[src/rtl/ravenoc_out_arbiter.sv]
// Wormhole output-port arbiter: round-robin on head flits, grant held until the
// packet's tail handshake; inputs masked off by port_en can never win.
module ravenoc_out_arbiter #(
    parameter int unsigned N_REQ = 5,
    parameter int unsigned IDX_W = (N_REQ > 1) ? $clog2(N_REQ) : 1
) (
    input  logic             clk_noc,
    input  logic             arst_noc,
    input  logic [N_REQ-1:0] port_en,
    input  logic [N_REQ-1:0] req_valid,
    input  logic [N_REQ-1:0] req_head,
    input  logic [N_REQ-1:0] req_tail,
    output logic [N_REQ-1:0] req_ready,
    output logic             out_valid,
    input  logic             out_ready,
    output logic [N_REQ-1:0] grant_oh,
    output logic [IDX_W-1:0] grant_idx,
    output logic             locked,
    output logic             err_no_head
);

    localparam logic [0:0] ST_IDLE   = 1'b0;
    localparam logic [0:0] ST_LOCKED = 1'b1;

    logic [0:0]       state_q, state_d;
    logic [N_REQ-1:0] grant_oh_q, grant_oh_d;
    logic [IDX_W-1:0] grant_idx_q, grant_idx_d;
    logic [IDX_W-1:0] last_q, last_d;
    logic             err_q, err_d;

    logic [N_REQ-1:0] cand;
    logic             found;
    logic [IDX_W-1:0] win_idx;
    logic [IDX_W-1:0] scan_idx;
    int unsigned      pos;

    // Round-robin search starting just after the previous winner, wrapping at N_REQ.
    always_comb begin
        cand     = req_valid & req_head & port_en;
        found    = 1'b0;
        win_idx  = '0;
        scan_idx = '0;
        pos      = 0;
        for (int unsigned k = 1; k <= N_REQ; k++) begin
            pos      = (32'(last_q) + k) % N_REQ;
            scan_idx = IDX_W'(pos);
            if (!found && cand[scan_idx]) begin
                found   = 1'b1;
                win_idx = scan_idx;
            end
        end
    end

    // Next-state logic plus the combinational handshake path of the locked packet.
    always_comb begin
        state_d     = state_q;
        grant_oh_d  = grant_oh_q;
        grant_idx_d = grant_idx_q;
        last_d      = last_q;
        err_d       = 1'b0;
        out_valid   = 1'b0;
        req_ready   = '0;
        case (state_q)
            ST_IDLE: begin
                err_d = |(req_valid & ~req_head & port_en);
                if (found) begin
                    state_d     = ST_LOCKED;
                    grant_oh_d  = N_REQ'(1) << win_idx;
                    grant_idx_d = win_idx;
                    last_d      = win_idx;
                end
            end
            ST_LOCKED: begin
                out_valid = req_valid[grant_idx_q];
                req_ready = grant_oh_q & {N_REQ{out_ready}};
                if (out_valid && out_ready && req_tail[grant_idx_q]) begin
                    state_d     = ST_IDLE;
                    grant_oh_d  = '0;
                    grant_idx_d = '0;
                end
            end
            default: begin
                state_d     = ST_IDLE;
                grant_oh_d  = '0;
                grant_idx_d = '0;
            end
        endcase
    end

    always_ff @(posedge clk_noc or negedge arst_noc) begin
        if (!arst_noc) begin
            state_q     <= ST_IDLE;
            grant_oh_q  <= '0;
            grant_idx_q <= '0;
            last_q      <= IDX_W'(N_REQ - 1);
            err_q       <= 1'b0;
        end else begin
            state_q     <= state_d;
            grant_oh_q  <= grant_oh_d;
            grant_idx_q <= grant_idx_d;
            last_q      <= last_d;
            err_q       <= err_d;
        end
    end

    assign grant_oh    = grant_oh_q;
    assign grant_idx   = grant_idx_q;
    assign locked      = (state_q == ST_LOCKED);
    assign err_no_head = err_q;

endmodule

[config.mk]
export PLATFORM = sky130hd
export DESIGN_NAME = ravenoc_out_arbiter
export DESIGN_NICKNAME = d
export VERILOG_FILES = /design/src/rtl/ravenoc_out_arbiter.sv
export SDC_FILE = /design/constraint.sdc
export NUM_CORES = 1
export LEC_CHECK = 0
export CORE_MARGIN = 2
export CORE_UTILIZATION = 50
export DETAILED_ROUTE_END_ITERATION = 8
export PLACE_DENSITY = 0.78
export SETUP_SLACK_MARGIN = 0.1
export SLEW_MARGIN = 20
export SYNTH_ARGS = -nofsm -noshare
export SYNTH_HDL_FRONTEND = slang
export SYNTH_SLANG_ARGS = --single-unit
[constraint.sdc]
create_clock -name clk_noc -period 5.2 [get_ports clk_noc]
set_clock_uncertainty 0.1 [all_clocks]
set_input_delay 1.04 -clock clk_noc [delete_from_list [all_inputs] [get_ports clk_noc]]
set_output_delay 1.04 -clock clk_noc [all_outputs]
set_load 0.01 [all_outputs]
Yosys cells after proc, flatten, opt, wreduce, memory -nomap -nowiden
Cells that the tools add are included.

Word-level logic and storage cells: 80. Bits in writable memories: 0. ROM bits: 0. Memories kept: 0. Bits in registers: 13. Bits in latches: 0. Output and inout port bits: 16.

Div/mod/pow operators: 5. Bitwise gates (word level): 7. Mux-type cells: 36. Shifts and indexed selects: 1. Equality and inequality tests: 2. Reductions and logical operators: 13. Multiply operators: 0. $lt $le $gt $ge: 6. $add $sub $neg: 5.

Operator list (number): $mod A32 B3 Y32 const B (5); $and A5 B5 Y5 (5); $lt A3 B4 Y1 const B (6); $bmux W1 S3 (7); $mux W3 (7); $mux W1 (16); $mux W5 (3); $pmux W5 S2 (1); $add A3 B2 Y4 const B (2); $add A3 B3 Y4 const B (2); $logic_and A1 B1 Y1 (6); $pmux W3 S2 (1); $not A5 Y5 (1); $reduce_or A5 Y1 (1); $shl A1 B3 Y5 const A (1); $add A3 B1 Y4 const B (1); $logic_not A1 Y1 (4); $reduce_and A2 Y1 (2); $ne A2 B1 Y1 const B (1); $ne A2 B2 Y1 const B (1); $pmux W1 S2 (1); $not A1 Y1 (1).

Logic depth before layout (Yosys ltp)
Word-level depth: 20. Mapped depth: 22.

Worst setup path before layout
Ideal clock, no wire load.

Path kind: reg-to-reg. Start point: register last_q[0]. End point: register grant_oh_q[1] (netlist: grant_oh[1]). Path slack: 0.169 ns. Data required time: 5.034 ns. Path buffers: 7. Data arrival time: 4.865 ns. Stages on the path, launching flop included: 22. Path through: dfrtp_1 buf_2 inv_1 buf_1 ha_1 buf_2 buf_2 buf_1 o211ai_1 a21boi_0 ha_1 or4_1 a21oi_1 a211oi_1 or2_1 a211o_4 nor4_2 or2_1 buf_6 and2_4 buf_6 a22o_1.

Word-level cells in the longest chain between the ends: 20. Elaborated cells on any way between the ends: 43. Those cells by class: add/sub (5); div (5); eq/ne (1); shift (1); mux (22); reduce/logical (9).

RTL lines: start, declared (RTL line 28) `logic [IDX_W-1:0] last_q, last_d;`; start signal, assigned (RTL line 95) `last_q <= IDX_W'(N_REQ - 1);`; start signal, assigned (RTL line 101) `last_q <= last_d;`; $add A3 B1 Y4 (RTL line 45) `pos = (32'(last_q) + k) % N_REQ;`; $mod A32 B3 Y32 (RTL line 45); $bmux W1 S3 (RTL line 47) `if (!found && cand[scan_idx]) begin`; $mux W1 (implied by the code) (RTL line 47); $mux W1 (RTL line 47); $logic_not A1 Y1 (RTL line 47); $logic_and A1 B1 Y1 (RTL line 47); $mux W1 (RTL line 47); [... 4 more ...]; $logic_and A1 B1 Y1 (RTL line 47); $mux W1 (RTL line 47); $logic_not A1 Y1 (RTL line 47); $logic_and A1 B1 Y1 (RTL line 47); $mux W3 (RTL line 47); $shl A1 B3 Y5 (RTL line 68) `grant_oh_d = N_REQ'(1) << win_idx;`; $mux W5 (RTL line 66) `if (found) begin`; $pmux W5 S2 (RTL line 63) `case (state_q)`; end signal, assigned (RTL line 99) `grant_oh_q <= grant_oh_d;`; end, declared (RTL line 26) `logic [N_REQ-1:0] grant_oh_q, grant_oh_d;`.

Parallel ways exist; a longest one is shown, timed or not. The select of a mux whose other input is x is not followed. A chain may end at the register's enable or synchronous reset.

Worst setup path in the final report
Start point: register last_q[1]. End point: register grant_oh_q[3] (netlist: grant_oh[3]).

Same word-level chain as after synthesis.

==> metrics.csv <==
metric,value,unit
fin_nets,416,
fill_cells,483,
seq_power_share,9.2,%
final-hold-violation-count,0,
syn_to_final_growth,18.2,%
routed_via_density,6.16,
path_cells,"inv_1, ha_1, buf_4, o211ai_1, a21boi_0, ha_1, a21oi_2, o21a_1, a31o_2, or3_4, a211o_4, nor4_2, or2_1, nor2b_1, a22o_1",
cts_post_setup_buffers_inserted,0,
p_per_area,615,nW/um2
worstPathMaxFanout,26,
status,completed,
initial_core_util,51.2,%
io_pins,39,
cp_common_cell,ha_1,
ir_drop,0.311,mV
stdcell_count,435,
cp_data_arrival_time,4.79,ns
relSlewSlack,60.7,%
wl_per_cell,16.3,um
ys.flop_type,dfrtp_1,
p_leak,1.30,nW
critPathLaunchType,flop,
netlist_instances,332,
min_path_cells,1,
pre_cts_ws,0.442,ns
cts.sinks,13,
portBuffers,38,
diodes,0,
crit_cells,15,
core,5070,um2
syn_area,2600,um2
grt_usage,24.7,%
die_area,5790,um2
ys_ff_latch,13,
endpoint_kind,flop,
worstPathRequired,5.22,ns
path_delay_family,compound AO/OA/AOI/OAI gates,
drtIter0Drc,208,
power.share.clock,4.6,%
combPwrFrac,86.3,%
cts_buffers,3,
hold_path.class,flop to flop,
grt_max_degree,31,
final-setup-viol-count,0,
synth_top_area_share,12.5,%
ff2ff_path_depth,15,
root_buffer,clkbuf_8,
clockBufferDepth,2,
synth_cell_types,72,
worst_slack,0.435,ns
ctsResizeCount,0,
die_w,76.1,um
antenna_found_initial,0,
ys_top_cells_by_count,"nand2_1, ha_1, nor2_1",
vias,2679,
overflow,0,
p_int,0.874,mW
wl,7100,um
rsz0062_at_grt,no,
synth_edf_count,0,
synth_largest_area_cell,ha_1,
std_cell_rows,26,
place_hpwl,5610,um
worst_pin_slew,0.585,ns
drc,0,
cts_tree,built,
synthTopCellsByArea,"ha_1, dfrtp_1, nand2_1",
die_h,76.1,um
cpPeakStageDelay,0.42,ns
drv_slew,0,
crit_slowest_cell,dfrtp_1,
fmax,210,MHz
tns,0,ns
grt_pass1_wl,12200,um
min_period_over_period,91.6,%
regArea,327,um2
fin_crit,4.76,ns
hold_buffers,0,
htreeDepth,1,
synth_area_per_cell,7.82,um2
drtPass1Iterations,5,
swShare,53.7,%
ys_warn_count,0,
postRouteAntennaNets,0,
postSynthNetCount,382,
netSwitchingPower,1.01,mW
place.gp.congestion,0.919,
max_cap_violations,0,
cts.reportedPaths.clkPinSlew,0.05,ns
placed_cells,431,
crit_type,flop to flop,
async_flop_share,100,%
insertion_delay,0.24,ns
crit_buf_inv,2,
grt_pass1_vias,2582,
synth_seq_area_share,12.6,%
synth_most_common_cell,nand2_1,
drive_gt1_share,9.04,%
multi_input_area,2100,um2
-- cell type report --
type | count | share of cell area [%]
clock buffers | 4 | 1.47
inverters | 20 | 2.44
multi-input cells | 282 | 68.3
flip-flops and latches | 13 | 10.6
well taps | 70 | 2.85
repair buffers | 46 | 14.3
-- cells in the final DEF, fill, tap and decap left out, types with 3 or more instances in the layout --
cell / n
a211oi_1: 5
inv_1: 18
xnor2_1: 4
nand4_1: 3
o21ai_0: 13
nand2_1: 32
a21boi_0: 3
a2bb2oi_1: 3
and3_1: 13
a21o_1: 8
mux2i_1: 9
mux4_2: 5
a22o_1: 4
nor2_1: 24
nor3_1: 14
buf_4: 8
o21a_1: 3
clkbuf_8: 3
o211ai_1: 7
a31oi_1: 4
nand3_1: 16
nor4_1: 5
nor2b_1: 6
dfrtp_1: 12
clkdlybuf4s50_1: 38
o22ai_1: 3
ha_1: 26
a211o_1: 6
a21oi_1: 10
-- metrics by stage --
step	util (%)	power (mW)	hold WS, ns	instance area (um2)
after floorplan	-	1.41	0.431	2600
after global placement	59.6	1.73	0.400	3030
after detailed placement	59.6	1.76	0.396	3030
after CTS	60.5	1.86	0.420	3070
after global routing	60.5	2.06	0.437	3070
final	60.5	1.89	0.426	3070
-- power by group through the flow --
stage | Clock [mW] | Combinational, mW | Sequential (mW)
finish | 0.0862 | 1.63 | 0.173
global route | 0.0923 | 1.79 | 0.176
CTS | 0.0881 | 1.60 | 0.173
detailed placement | 0 | 1.59 | 0.172
global placement | 0 | 1.56 | 0.173
floorplan | 0 | 1.23 | 0.181
-- path summary, 6_finish.rpt --
path	startpoint	end	slack, ns
worst max-delay path	last_q[1]$_DFFE_PN0P_	grant_oh[3]$_DFFE_PN0P_	0.44
worst min-delay path	grant_oh[4]$_DFFE_PN0P_	grant_oh[4]$_DFFE_PN0P_	0.43
worst max register to register	last_q[1]$_DFFE_PN0P_	grant_oh[3]$_DFFE_PN0P_	0.44
worst min register to register	grant_oh[4]$_DFFE_PN0P_	grant_oh[4]$_DFFE_PN0P_	0.43
max in group asynchronous	arst_noc	last_q[2]$_DFFE_PN1P_	3.56
min in group asynchronous	arst_noc	grant_idx[2]$_DFFE_PN0P_	1.07
-- logic make-up after synthesis --
family                     after synthesis  share of synthesized area, %
muxes                                   15                          8.24
AOI/OAI and AO/OA                      102                          30.1
xor gates and xnor gates                 8                          3.56
buffers and inverters                   37                          6.74
DFF                                     13                          12.6
and+or+nand+nor                        130                          25.5
adders and majority gates               27                          13.3
-- flip-flops by register name, summed over array words and instances, names as in the netlist --
signal       count
grant_idx        3
last_q           3
locked           1
grant_oh         5
err_no_head      1
-- per-layer routing --
| layer | track usage, % | part of all wire [%] | routed length (um) |
|---|---|---|---|
| met5 | 0 | 0 | 0 |
| met4 | 3.09 | 0.31 | 22 |
| met3 | 3.79 | 6.9 | 493 |
| met2 | 42.7 | 47 | 3360 |
| met1 | 33.9 | 46 | 3230 |
(Power assumes the default switching activity.)
